<file path="src/rtl/mac_accum_pkg.sv">
// Shared types and default sizing for the mac_accum multiply-accumulate sequencer.
package mac_pkg;

  localparam int WIDTH_DEF   = 16;
  localparam int GUARD_DEF   = 8;
  localparam int MAX_LEN_DEF = 256;
  localparam int CNT_W_DEF   = 9;

  typedef enum logic [1:0] {
    IDLE  = 2'd0,
    ISSUE = 2'd1,
    ACCUM = 2'd2,
    OUT   = 2'd3
  } state_e;

  function automatic int acc_width(input int width, input int guard);
    return 2 * width + guard;
  endfunction

endpackage

</file>
<file path="src/rtl/mac_accum_add.sv">
// Combinational signed accumulator adder; flags two's-complement overflow of the wrapped sum.
module acc_add
  import mac_pkg::*;
#(
  parameter int ACC_W = acc_width(WIDTH_DEF, GUARD_DEF)
) (
  input  logic [ACC_W-1:0] a_i,
  input  logic [ACC_W-1:0] b_i,
  output logic [ACC_W-1:0] sum_o,
  output logic             ovf_o
);

  assign sum_o = a_i + b_i;

  // Overflow only when both addends agree in sign and the result disagrees.
  assign ovf_o = (a_i[ACC_W-1] == b_i[ACC_W-1]) && (sum_o[ACC_W-1] != a_i[ACC_W-1]);

endmodule

</file>
<file path="src/rtl/mac_accum.sv">
// Sequences operand pairs through an external mul core and accumulates a signed dot product.
module mac_accum
  import mac_pkg::*;
#(
  parameter int  WIDTH   = WIDTH_DEF,
  parameter int  GUARD   = GUARD_DEF,
  parameter int  MAX_LEN = MAX_LEN_DEF,
  parameter int  CNT_W   = CNT_W_DEF,
  localparam int ACC_W   = acc_width(WIDTH, GUARD)
) (
  input  logic                      clk,
  input  logic                      reset_n,
  input  logic                      in_valid,
  output logic                      in_ready,
  input  logic signed [WIDTH-1:0]   in_a,
  input  logic signed [WIDTH-1:0]   in_b,
  input  logic                      in_last,
  output logic                      start_mul,
  output logic signed [WIDTH-1:0]   mul_a,
  output logic signed [WIDTH-1:0]   mul_b,
  input  logic signed [2*WIDTH-1:0] product,
  input  logic                      done_mul,
  output logic                      acc_valid,
  input  logic                      acc_ready,
  output logic signed [ACC_W-1:0]   acc_out,
  output logic [CNT_W-1:0]          acc_count,
  output logic                      overflow
);

  localparam logic [CNT_W-1:0] LAST_CNT = CNT_W'(MAX_LEN);

  state_e                    state_q;
  logic                      in_ready_q, start_q, valid_q, last_q, ovf_q;
  logic signed [WIDTH-1:0]   a_q, b_q;
  logic signed [2*WIDTH-1:0] prod_q;
  logic signed [ACC_W-1:0]   acc_q, acc_d, prod_ext;
  logic [CNT_W-1:0]          cnt_q, cnt_d;
  logic                      ovf_d;

  // Size cast of a signed value sign-extends, which also works when GUARD is 0.
  assign prod_ext = ACC_W'(prod_q);
  assign cnt_d    = cnt_q + CNT_W'(1);

  acc_add #(.ACC_W(ACC_W)) u_add (
    .a_i   (acc_q),
    .b_i   (prod_ext),
    .sum_o (acc_d),
    .ovf_o (ovf_d)
  );

  always_ff @(posedge clk or negedge reset_n) begin
    if (!reset_n) begin
      state_q    <= IDLE;
      in_ready_q <= 1'b1;
      start_q    <= 1'b0;
      valid_q    <= 1'b0;
      last_q     <= 1'b0;
      ovf_q      <= 1'b0;
      a_q        <= '0;
      b_q        <= '0;
      prod_q     <= '0;
      acc_q      <= '0;
      cnt_q      <= '0;
    end else begin
      case (state_q)
        IDLE: begin
          if (in_valid) begin
            a_q        <= in_a;
            b_q        <= in_b;
            last_q     <= in_last;
            in_ready_q <= 1'b0;
            start_q    <= 1'b1;
            state_q    <= ISSUE;
          end
        end
        ISSUE: begin
          if (done_mul) begin
            prod_q  <= product;
            start_q <= 1'b0;
            state_q <= ACCUM;
          end
        end
        ACCUM: begin
          acc_q <= acc_d;
          cnt_q <= cnt_d;
          ovf_q <= ovf_q | ovf_d;
          // A vector closes on an explicit last or when it reaches MAX_LEN pairs.
          if (last_q || (cnt_d == LAST_CNT)) begin
            valid_q <= 1'b1;
            state_q <= OUT;
          end else begin
            in_ready_q <= 1'b1;
            state_q    <= IDLE;
          end
        end
        OUT: begin
          if (acc_ready) begin
            acc_q      <= '0;
            cnt_q      <= '0;
            ovf_q      <= 1'b0;
            valid_q    <= 1'b0;
            in_ready_q <= 1'b1;
            state_q    <= IDLE;
          end
        end
        default: state_q <= IDLE;
      endcase
    end
  end

  assign in_ready  = in_ready_q;
  assign start_mul = start_q;
  assign mul_a     = a_q;
  assign mul_b     = b_q;
  assign acc_valid = valid_q;
  assign acc_out   = acc_q;
  assign acc_count = cnt_q;
  assign overflow  = ovf_q;

endmodule

</file>
<file path="config.mk">
export PLATFORM = sky130hd
export DESIGN_NAME = mac_accum
export DESIGN_NICKNAME = d
export VERILOG_FILES = /design/src/rtl/mac_accum_pkg.sv /design/src/rtl/mac_accum_add.sv /design/src/rtl/mac_accum.sv
export SDC_FILE = /design/constraint.sdc
export NUM_CORES = 1
export LEC_CHECK = 0
export ABC_CLOCK_PERIOD_IN_PS = 3300
export CORE_ASPECT_RATIO = 0.75
export CORE_MARGIN = 4
export CORE_UTILIZATION = 35
export DETAILED_ROUTE_END_ITERATION = 10
export MAX_ROUTING_LAYER = met4
export SYNTH_ARGS = -nofsm -noshare
export SYNTH_HDL_FRONTEND = slang
export SYNTH_SLANG_ARGS = --single-unit
export TNS_END_PERCENT = 10
</file>
<file path="constraint.sdc">
create_clock -name clk -period 3.3 [get_ports clk]
set_clock_uncertainty 0.2 [all_clocks]
set_input_delay 0.33 -clock clk [delete_from_list [all_inputs] [get_ports clk]]
set_output_delay 0.33 -clock clk [all_outputs]
set_load 0.01 [all_outputs]
</file>
==> impl_results.md, run 1 <==
* WS Path Type: reg -> reg
* Required time of the critical path at 3380 ps
* Area growth syn-to-layout at 37.5%
* CTS buffer count at 17
* Quantity of I/O buffers inserted on ports at between 150 and 200
* NetSw at ~0.0044 W
* Leakage power at 4.15 nW
* Tmin final at approximately 3200 ps
* Final setup vio count at 0
* Setup WS pre-CTS at 92.3 ps
* IO Count at ~160
* Die X at 170 µm
* Number of global-route vias before repair at 5564
* Via count at between 5000 and 6000
* Sequential cell area fraction in the yosys report at 43.7%
* Clk root buf: clkbuf_16
* CP peak stage delay at 400 ps
* Total Routed Length at 18.1 mm
* Via density per instance at around 5.1
* Final number of max-transition violations at 0
* Most frequent cells in the layout: clkdlybuf4s50_1 (153), dfrtp_1 (119), nand2_1 (73)
* Worst-case clock buffer depth at 2
* Initial core utilization at 35.6%
* Largest net degree at the start of global routing at 57
* Sequential share of power at roughly 24%
* Synth Register Bits at 120
* CP Capture Type: register
* Rows at 44
* Clk_lat worst skew at 410 ps
* Logic pwr share at 56.9%
* Worst-path clk slew at 60 ps
* RSZ-0062 raised after global routing: yes
* Max-slew headroom at 50.3%
* N_diodes at 0
* Status: finished clean
* Max_cap viols at 0
* P per Cell Area at 1170 nW/µm²
* Switching share of power at 40.0%
* Die Height at 129 µm
* Post-synth EDFFs at 0
* Detail Placement HPWL at 13.1 mm
* Htree depth at 4
* Initial DRC Count at 327
* GRT Overall Usage at between 15 and 20%
* Total die area at ~22000 µm²
* Avg Inst Size Synth at 10.2 µm²
* Mapped cell area at 6870 µm²
* DRC Markers at 0
* Worst Hold Class: reg -> reg
* Final ANT Viol Nets at 0
* Synth warn at 0
* Clock power share at 18.8%
* Remaining global-route overflow at 0
* Cells after synthesis at 675
* Startpoint types: register
* Core Area at 19300 µm²
* Routed len/inst at around 16 µm
* R2r setup slk at 140 ps
* Fill cell count at 1732
* Period utilisation layout at 95.7%
* Number of distinct library cells after synthesis at between 60 and 70
* CP top delay family: compound AO/OA/AOI/OAI gates
* Sink Count at 120
* CP max FO at 4
* Layout cells sized above 1 at 15.8%
* CP cell instances: ha_1, inv_1, fa_1, nor2b_1, o2111ai_1, nand3_1, a21boi_1, o22a_1, o41ai_2, buf_4, a221oi_1, xor2_1, o21ai_0
* Power Internal at ~0.0066 W
* First-pass GRT wire length at 29.6 mm
* Worst path bufs/invs at 2
* Commonest non-fill, non-tap cell in the layout: clkdlybuf4s50_1
* Final Core Density at 48.9%
* Reg area at ~3000 µm²
* Initial antenna violation count at 0
* Peak VDD IR at 0.450 mV
* CP Data Arrival Time at 3240 ps
* Async S/R FF share, synth at 100%
* Main flop type after synthesis: dfrtp_1
* # nets final at 952
* Multi-input gate area at around 3700 µm²
* Least-Margin Pin Slew at 745 ps
* Drt pass-1 iters at 5
* Syn_nets at 791
* Fin. Hold Viols at 0
* Hold slack at about 290 ps
* Fmax at ~0.32 GHz
* CTS tree: yes
* CP max-delay cell: dfrtp_1
* Setup slack after layout at between 100 and 150 ps
* GPL Wtd Cong at around 0.83
## path summary, 6_finish.rpt
| path | cells past startpoint | endpoint | startpoint |
|---|---|---|---|
| max in group asynchronous | 3 | acc_out[8] | reset_n |
| worst max register to register | 13 | acc_out[24] | acc_out[0] |
| min in group asynchronous | 2 | acc_out[37] | reset_n |
| worst max-delay path | 13 | acc_out[24] | acc_out[0] |
| worst min register to register | 2 | in_ready | in_ready |
| worst min-delay path | 2 | in_ready | in_ready |
## kinds of logic after synthesis
family | count (synthesis) | synth area share (%)
adder cells (fa/ha/maj) | 46 | 8.48
AO/OA/AOI/OAI | 189 | 18.0
buffers and inverters | 52 | 2.91
multiplexers | 69 | 11.2
flip-flops | 120 | 43.7
AND/OR/NAND/NOR | 167 | 11.6
XOR/XNOR | 32 | 4.08
## worst reg2reg max path, stage by stage, from the launching register on
cell and delay (ps):
dfrtp_1 400, ha_1 220, inv_1 70, fa_1 210, nor2b_1 70, o2111ai_1 220
nand3_1 170, a21boi_1 340, o22a_1 310, o41ai_2 100, buf_4 140, a221oi_1 310
xor2_1 180, o21ai_0 90
## repair_timing
item | CTS | global route
setup buffers | 0 | 0
endpoints found under the setup margin | 0 | 8
hold endpoints to repair | 53 | 0
hold buffers | 1 | 0
gates resized for setup | 0 | 4
## routing by layer
metal,GRT usage [%],wire (µm),vias to the layer above
met4,4.83,221,0
li1,-,-,2779
met1,25.9,9600,2692
met5,-,0,-
met3,3.39,941,17
met2,23.5,7330,139
## sequential cells by signal (all words and copies together), names as in the netlist
register   flops
acc_count      9
acc_valid      1
last_q         1
prod_q        32
acc_out       40
start_mul      1
overflow       1
mul_a         16
mul_b         16
in_ready       1
state_q        2
## synthesized netlist by cell type (all sizes together), types with 3 or more instances
cell      n  area, µm²
nand3    13       65.1
a21oi    43        219
nand2b    8       50.1
nand2    73        274
nor3b     4       30.0
nor3      7       35.0
nand4     9       56.3
mux2i     4       40.0
a31o      4       35.0
dfrtp   119       2980
o211ai    4       30.0
nor2     22       82.6
mux2     65        732
nor2b     9       56.3
clkbuf   23       86.3
a311oi    3       38.8
xnor2    14        123
nand3b    4       30.0
o31ai     4       30.0
and2      4       25.0
xor2     18        158
o21ai    59        295
and3      8       50.1
o21bai    7       52.6
a221oi    3       26.3
a21o     19        143
buf       8       35.0
ha       45        563
a22o      5       43.8
a31oi    11       75.1
inv      21       78.8
## stage by stage
stage | cell area [µm²] | total power (W) | std cells | TNS (ps)
global placement | 8750 | 0.00894 | 1069 | 0
global route | 9450 | 0.0120 | 1102 | -261
CTS | 9430 | 0.0111 | 1102 | 0
detailed placement | 8750 | 0.00894 | 1069 | 0
finish | 9450 | 0.0111 | 1102 | 0
floorplan | 6870 | 0.00674 | 675 | 0
## cell type report
type	instances	area share, %
multi-input combinational	503	39.2
sequential	120	31.8
timing repair buffer	173	17.8
clock buffer	20	4.94
tap	253	3.35
clock inverter	12	2.08
inverter	21	0.834
## power by group through the flow
stage	registers (W)	clock network, W	logic, W
3_5_place_dp	0.00271	0	0.00623
2_1_floorplan	0.00279	0	0.00395
5_1_grt	0.00279	0.00219	0.00701
6_report	0.00270	0.00208	0.00630
3_3_place_gp	0.00269	0	0.00625
4_1_cts	0.00270	0.00214	0.00628
Power figures use the tool's default switching activity.
==> run 2, diff against run 1 <==
CORE_UTILIZATION = 40   (was 35)
PLACE_DENSITY = 0.66   (was default)
==> impl_results.md, run 2 (same netlist as run 1, synthesis figures left out) <==
* Status: finished clean
* Initial antenna violation count at 0 (unchanged)
* Peak VDD IR at 0.547 mV (+22%)
* Largest net degree at the start of global routing at 54 (-5.3%)
* Rows at 41 (-6.8%)
* Capture point of the worst path: acc_out[39]
* Detail Placement HPWL at 13.7 mm (+4.2%)
* Die Height at 122 µm (-6.1%)
* Max_cap viols at 0 (unchanged)
* WS Path Type: reg -> reg
* # nets final at 946 (-0.63%)
* R2r setup slk at 130 ps (about the same)
* Via density per instance at 5.45 (+6.7%)
* Least-Margin Pin Slew at 743 ps (-1.92 ps)
* Commonest non-fill, non-tap cell in the layout: clkdlybuf4s50_1
* CP max FO at 6 (+2)
* Routed len/inst at 17.9 µm (+8.9%)
* CTS tree: yes
* DRC Markers at 0 (unchanged)
* Most frequent cells in the layout: clkdlybuf4s50_1 (153), dfrtp_1 (119), nand2_1 (73)
* Power Internal at 0.00669 W (+0.68%)
* Sink Count at 120 (unchanged)
* Max-slew headroom at 50.5% (+0.13 points)
* Area growth syn-to-layout at 36.7%
* Number of global-route vias before repair at 5855 (+5.2%)
* Final std cell area, no fill at 9400 µm² (-0.54%)
* CP cell instances: ha_1, a2111o_1, a311oi_2, nor2b_2, nand4_1, and3_1, o21bai_1, buf_4, a31oi_2, mux2i_1, o22a_1
* Initial core utilization at 40.8% (+5.3 points)
* Via count at 5763 (+2.4%)
* Fill cell count at 1407 (-19%)
* Sequential share of power at 24.2% (about the same)
* CP peak stage delay at 460 ps (+60 ps)
* Leakage power at 4.13 nW (-0.37%)
* Dpl cell area at 8670 µm² (-0.91%)
* Clock power share at 19.7% (+0.9 points)
* Reg2reg end: acc_out[39]
* Total Routed Length at 18.9 mm (+4.6%)
* GRT Overall Usage at 20.2% (+2.9 points)
* GPL Wtd Cong at 0.934 (+13%)
* Final setup vio count at 0 (unchanged)
* Logic pwr share at 56.1% (-0.8 points)
* Fmax at 0.315 GHz (-0.47%)
* First-pass GRT wire length at 30.5 mm (+3.0%)
* Remaining global-route overflow at 0 (unchanged)
* Layout cells sized above 1 at 15.2% (-0.60 points)
* Switching share of power at 40.3% (+0.30 points)
* Period utilisation layout at 96.2% (+0.45 points)
* Startpoint types: register
* Total die area at 19400 µm² (-12%)
* Die X at 159 µm (-6.2%)
* Drt pass-1 iters at 5 (unchanged)
* CP Data Arrival Time at 3330 ps (+90 ps)
* Clk root buf: clkbuf_16
* Final ANT Viol Nets at 0 (unchanged)
* Clk_lat worst skew at 420 ps (about the same)
* Hold Startpoint: in_ready
* Quantity of I/O buffers inserted on ports at 154 (unchanged)
* RR Startpoint: acc_out[6]
* Tmin final at 3170 ps (+15.0 ps)
* Core Area at 16800 µm² (-13%)
* Max reg flops at 40 (unchanged)
* R2R depth at 11 (-2)
* IO Count at 155 (unchanged)
* Worst-case clock buffer depth at 2 (unchanged)
* NetSw at 0.00452 W (+1.9%)
* N_diodes at 0 (unchanged)
* CP Capture Type: register
* Final Core Density at 55.9% (+7.0 points)
* CTS buffer count at 17 (unchanged)
* Worst-path clk slew at 50 ps (about the same)
* Final number of max-transition violations at 0 (unchanged)
* Fin. Hold Viols at 0 (unchanged)
* Required time of the critical path at 3460 ps (+80 ps)
* Htree depth at 4 (unchanged)
* Initial DRC Count at 347 (+6.1%)
* CP max-delay cell: a2111o_1
* P per Cell Area at 1190 nW/µm² (+1.7%)
* Worst Hold Class: reg -> reg
* Crit. Startpoint: acc_out[6]
## run 2: worst min path at each step
stage          slack, ps  cells after the start           end
3_3_place_gp         220                      1      mul_a[2]
5_1_grt              310                      2      mul_a[0]
3_5_place_dp         230                      1     mul_b[11]
2_1_floorplan       -170                      0  acc_count[0]
4_1_cts              290                      2      in_ready
6_report             290                      2      in_ready
## run 2: worst max-delay path, delay by kind of cell (launching register included)
kind                       cells  cell delay [ps]
AOI/OAI and AO/OA              5             1170
and+or+nand+nor                3              530
DFF                            1              400
adders and majority gates      1              380
muxes                          1              260
buffers and inverters          1              160
## run 2: timing repair
item | CTS | global route
hold endpoints to repair | 50 | 0
endpoints found under the setup margin | 0 | 7
hold buffers | 1 | 0
resized for setup | 0 | 4
buffers inserted | 0 | 0
## run 2: through the flow
stage / setup WS (ps) / power (W) / hold slack (ps) / cells / setup TNS, ps
finish: 126 / 0.0112 / 290 / 1058 / 0
floorplan: 332 / 0.00674 / -166 / 675 / 0
detailed placement: 91.5 / 0.00891 / 233 / 1025 / 0
CTS: 107 / 0.0112 / 288 / 1058 / 0
global route: -34.2 / 0.0120 / 306 / 1058 / -55.8
global placement: 221 / 0.00875 / 220 / 1025 / 0
## run 2: power groups by stage
stage / combinational, W / sequential, W / clock, W
after floorplan: 0.00395 / 0.00279 / 0
after global placement: 0.00607 / 0.00268 / 0
after detailed placement: 0.00619 / 0.00272 / 0
after CTS: 0.00624 / 0.00271 / 0.00224
after global routing: 0.00690 / 0.00280 / 0.00232
final: 0.00629 / 0.00271 / 0.00221
## run 2: area by class of cell
cell class	count	area, µm²	share of cell area [%]
clock buffer	17	425	4.53
clock inverter	15	273	2.90
inverter	21	78.8	0.839
multi-input combinational	503	3700	39.3
sequential	120	3000	32.0
tap	215	269	2.86
timing repair buffer	167	1650	17.6
## run 2: layer usage
metal  global-route usage (%)  part of all wire, %  vias to the layer above
li1                         -                    -                     2761
met1                     27.0                   48                     2808
met2                     30.7                   46                      170
met3                     5.74                  5.4                       24
met4                     4.72                  1.1                        0
met5                        -                    0                        -
==> run 3, diff against run 2 <==
TNS_END_PERCENT = 30   (was 10)
==> results of run 3 <==
The final DEF is identical to that of run 2; final timing and power are the same.
==> variant 1 (flow settings as in run 1) <==
Make the reset (`reset_n`) synchronous in one clocked block.
--- a/src/rtl/mac_accum.sv
+++ b/src/rtl/mac_accum.sv
@@ -50,3 +50,3 @@
 
-  always_ff @(posedge clk or negedge reset_n) begin
+  always_ff @(posedge clk) begin
     if (!reset_n) begin
Formal check against the unedited RTL: differs if reset_n is asserted again (counterexample within 4 cycles, from zero or initial values and one cycle with reset_n low); with reset_n held inactive, the same outputs for 4 cycles.
==> variant 1 against run 1 <==
Non-clock buffer count is 2 higher. Worst hold slack got worse by 0.099 ns. Wire length is 9.6% higher. Count of clock-buffer cells in the layout shrank 1. First-iteration DRC count increased by 17%. Sequential cell count unchanged. Setup slack better by 0.076 ns. Synthesized area decreased by 0.31%. Critical path type unchanged. Cell count rose by 14%. Critical path depth unchanged. Final area decreased by 1.5%. Largest cell class unchanged.
Power is not compared: it rests on default switching activity, and its combinational part moved more than twofold at a synthesized area within 25%.
==> variant 1: results (changes against run 1) <==
- Status: finished, final reports clean
- Largest net degree at the start of global routing: 64 (+12%)
- Seq/Total Area, Yosys: 0.3506 (-0.08648)
- Worst Hold Endpoint: mul_a[12]$_SDFFE_PN0P_
- CTS root buf: clkbuf_16
- WP data arrival: 3.23 ns (about the same)
- First-pass GRT wire length: 31800 µm (+7.3%)
- Top_reg_cell synth: dfxtp_1
- Synth unique cells: 63 (-4.5%)
- Final-layout fill cell count: 1908 (+10%)
- Max Root-Sink Buffers: 2 (unchanged)
- Hold path start: reset_n
- Largest cells by area after synthesis: dfxtp_1 (35%), nand2_1 (10%), ha_1 (8.2%)
- Pleak: 3.681 nW
- Mapped Nets: 961 (+21%)
- Clk_lat worst skew: 0.42 ns
- Final total negative setup slack: 0 ns (unchanged)
- Gr usage total: 0.1855 (+0.01287)
- Worst r2r path cells: 13 (unchanged)
- R2R Setup Slk: 0.22 ns (+0.08 ns)
- Antenna Cells: 0 (unchanged)
- Commonest cells in the netlist: nand2_1 (191), dfxtp_1 (120), a21boi_0 (68)
- RR Endpoint: acc_out[26]$_SDFFE_PN0P_
- Inserted Clock Buffers: 17 (unchanged)
- Routability Congestion: 0.9272 (+12%)
- Hold WS: 0.1899 ns (-0.09875 ns)
- Ys async rst share: 0 (-1.000)
- Slew headroom: 0.5396 (+0.03618)
- Max cap viols: 0 (unchanged)
- H-tree depth: 4 (unchanged)
- HPWL Detailed: 14790 µm (+13%)
- Share of cells above drive strength 1: 0.07264 (-0.08520)
- Vias per std cell: 5.061 (-0.88%)
- Worst Hold Path Cells: 2 (unchanged)
- Vias in the first global route: 6050 (+8.7%)
- Drt first pass iters: 5 (unchanged)
- Min-delay worst type: in -> reg
- Initial antenna violation count: 0 (unchanged)
- DRT iter0 DRCs: 383 (+17%)
- Worst reg2reg path startpoint: acc_out[0]$_SDFFE_PN0P_
- Nets@finish: 1108 (+16%)
- Drt total wl: 19830 µm (+9.6%)
-- variant 1: changes by cell type in the layout (fill, tap and decap cells not counted), moves of 23 or more --
cell / run 1 / this run
nand2_1: 73 / 191
a21boi_0: 0 / 68
a22oi_1: 1 / 24
dfxtp_1: 0 / 120
mux2_2: 65 / 0
dfrtp_1: 119 / 0
-- variant 1: cell families after synthesis --
logic type,Yosys count,share of synthesized area
DFF,120,0.3506
AOI/OAI and AO/OA,270,0.2768
xor gates and xnor gates,37,0.04730
muxes,3,0.004383
and+or+nand+nor,305,0.1998
adders and majority gates,46,0.08510
buffers and inverters,64,0.03597
-- variant 1: metrics by stage --
stage,worst slack [ns],total power (W),area (µm²),std cells
detailed placement,0.1759,0.003119,8691,1225
finish,0.2166,0.004938,9304,1258
floorplan,0.5713,0.002510,6852,845
CTS,0.09555,0.005004,9288,1257
global placement,0.3007,0.003110,8691,1225
global route,0.02443,0.005229,9304,1258
-- variant 1: where the power goes --
part,switching (W),internal [W]
clock network,0.000703,0.00116
registers,0.000111,0.00161
logic,0.000776,0.000581
total,0.00159,0.00335
-- variant 1: repair_timing --
item,in CTS,in global routing
setup buffers,0,1
gates resized for setup,0,2
endpoints found under the setup margin,0,4
-- variant 1: worst max-delay path: stages, from the launching register on --
cell and delay [ns]:
dfxtp_1 0.37, ha_1 0.18, inv_1 0.05, fa_1 0.39, nand2b_1 0.19, a21oi_2 0.20, o2111ai_1 0.15, o21ai_0 0.22
o211ai_1 0.28, buf_4 0.21, o21ai_0 0.21, xor2_1 0.17, a22oi_1 0.08, nor2b_1 0.12
-- variant 1: metal layers --
metal	routed length, µm	vias to the layer above	track usage
met2	8344	140	0.2630
met1	10280	2936	0.2665
met5	0	-	-
met3	1050	11	0.04758
li1	-	3280	-
met4	161	0	0.03833
-- variant 1: worst max path at each step --
stage	start	endpoint	cells after the start
after floorplan	acc_out[0]$_SDFFE_PN0P_	acc_out[38]$_SDFFE_PN0P_	12
after global placement	acc_out[0]$_SDFFE_PN0P_	acc_out[38]$_SDFFE_PN0P_	12
after detailed placement	acc_out[0]$_SDFFE_PN0P_	acc_out[38]$_SDFFE_PN0P_	12
after CTS	acc_out[0]$_SDFFE_PN0P_	acc_out[38]$_SDFFE_PN0P_	12
after global routing	acc_out[0]$_SDFFE_PN0P_	acc_out[34]$_SDFFE_PN0P_	12
final	acc_out[0]$_SDFFE_PN0P_	acc_out[26]$_SDFFE_PN0P_	13
-- variant 1: area by class of cell --
type                            count  area (µm²)  share of cell area
Multi-Input combinational cell    661        4218              0.4533
Sequential cell                   120        2402              0.2582
Timing Repair Buffer              175        1707              0.1834
Clock buffer                       19       452.9             0.04868
Tap cell                          253       316.6             0.03402
Clock inverter                     13       143.9             0.01547
Inverter                           17       63.81            0.006859
==> variant 2 (config.mk and constraints of run 1) <==
Made on the original files. Change the package constant `WIDTH_DEF` from 16 to 14.
--- a/src/rtl/mac_accum_pkg.sv
+++ b/src/rtl/mac_accum_pkg.sv
@@ -3,3 +3,3 @@
 
-  localparam int WIDTH_DEF   = 16;
+  localparam int WIDTH_DEF   = 14;
   localparam int GUARD_DEF   = 8;
Interface: changed (6 resized); port bits go from 155 to 139. The function was not compared with the original's and may differ.
==> variant 2 against run 1 <==
Setup slack gained 0.081 ns. Final area shrank 12%. Utilization shrank 1.9 points. Sequential cell count shrank 12. Synthesized area shrank 7.5%. Critical path type unchanged. Wire length shrank 5.6%. Cell count shrank 9.2%. Power shrank 15%.
==> variant 2: results (changes against run 1) <==
- Status: finished, final reports clean
- Tcrit/Tclk final: 0.9328 (-0.02447)
- Gr usage total: 0.1764 (+0.003797)
- Commonest cells in the netlist: dfrtp_1 (107), nand2_1 (65), mux2_2 (57)
- Wire length per cell: 17.05 µm (+3.9%)
- Inserted Clock Buffers: 9 (-8)
- Area of placed instances: 8023 µm² (-8.3%)
- Slew @ Worst Pin: 0.6254 ns (-0.1195 ns)
- Pleak: 3.543 nW (-15%)
- Share of cells above drive strength 1: 0.1502 (-0.007635)
- RR Endpoint: acc_out[30]$_DFFE_PN0P_
- Routability Congestion: 0.8776 (+6.2%)
- Post-placement setup slack: 0.2561 ns (+0.1638 ns)
- Placed cells: 984 (-8.0%)
- Synth unique cells: 71 (+7.6%)
- Syn Area/Cell: 10.35 µm² (+1.7%)
- Antenna Cells: 0 (unchanged)
- Crit Path Max Fanout: 5 (+1)
- Initial antenna violation count: 0 (unchanged)
- Worst r2r path cells: 12 (-1)
- HPWL Detailed: 12620 µm (-3.7%)
- Drt first pass iters: 5 (unchanged)
- Seq/Total Area, Yosys: 0.4254 (-0.01171)
- H-tree depth: 3 (-1)
- Drt total wl: 17070 µm (-5.6%)
- Maximum vdd drop: 430.3 µV (-4.4%)
- Crit-path slowest cell: fa_1
- Reg clk slew, reported paths: 0.08 ns (+0.02 ns)
- DRT iter0 DRCs: 357 (+9.2%)
- PortBufs: 138 (-10%)
- Complex-gate fraction of the synthesized area: 0.1992 (+0.01935)
- First-pass GRT wire length: 28430 µm (-4.1%)
- Post-synthesis adder-cell area fraction: 0.08386 (-0.0009770)
- R2R Setup Slk: 0.22 ns (+0.08 ns)
- XOR/XNOR Fraction of Synth Area: 0.03583 (-0.004952)
- WS Path Type: reg -> reg
- Min-delay worst type: in -> async
- Largest net degree at the start of global routing: 50 (-12%)
- Largest cells by area after synthesis: dfrtp_1 (42%), mux2_2 (10%), ha_1 (8.1%)
- Ys async rst share: 1.000 (unchanged)
- Via count of the routed design: 5235 (-7.0%)
- Nets@finish: 858 (-9.9%)
- Vias in the first global route: 5464 (-1.8%)
- Clk_lat worst skew: 0.36 ns (-0.05 ns)
- Mux share of post-synthesis cell area: 0.1041 (-0.008191)
- Mapped Nets: 718 (-9.2%)
- WP data arrival: 3.14 ns (-0.10 ns)
- Largest register FFs: 36 (-10%)
- Crit path launch: acc_out[0]$_DFFE_PN0P_
variant 2: kinds of logic (layout without fill, tap and decap cells):
group                      count (synthesis)  count (layout)
buffers and inverters                     44             189
AOI/OAI and AO/OA                        184             184
xor gates and xnor gates                  26              26
muxes                                     59              59
adders and majority gates                 42              42
and+or+nand+nor                          151             151
DFF                                      108             108
variant 2: power breakdown:
group,switching [W],internal [W]
clock network,0.000503,0.000555
logic,0.00307,0.00278
registers,0.000495,0.00197
variant 2: metal layers:
layer / vias to the layer above / share of wire / GRT usage
met5: - / 0 / -
met4: 0 / 0.0097 / 0.03994
met3: 12 / 0.055 / 0.04267
met2: 146 / 0.44 / 0.2516
met1: 2545 / 0.50 / 0.2539
li1: 2532 / - / -
variant 2: layout make-up:
cell class / instances / area [µm²]
fill: 1647 / 9390
multi-input combinational: 462 / 3453
sequential: 108 / 2704
timing repair buffer: 152 / 1499
tap: 242 / 302.8
clock buffer: 13 / 260.3
inverter: 21 / 78.83
clock inverter: 3 / 21.27
variant 2: worst min-delay path by stage:
stage,start,to,slack [ns]
after CTS,acc_out[0]$_DFFE_PN0P_,acc_out[0]$_DFFE_PN0P_,0.31
after global placement,reset_n,mul_a[0]$_DFFE_PN0P_,0.18
after global routing,last_q$_DFFE_PN0P_,last_q$_DFFE_PN0P_,0.32
after detailed placement,reset_n,mul_a[0]$_DFFE_PN0P_,0.19
final,reset_n,mul_a[0]$_DFFE_PN0P_,0.31
after floorplan,reset_n,acc_count[0]$_DFFE_PN0P_,-0.17
variant 2: timing repair:
item,in CTS,in global routing
gates resized for setup,0,1
endpoints found under the hold margin,42,0
endpoints found under the setup margin,0,1
hold buffers,1,0
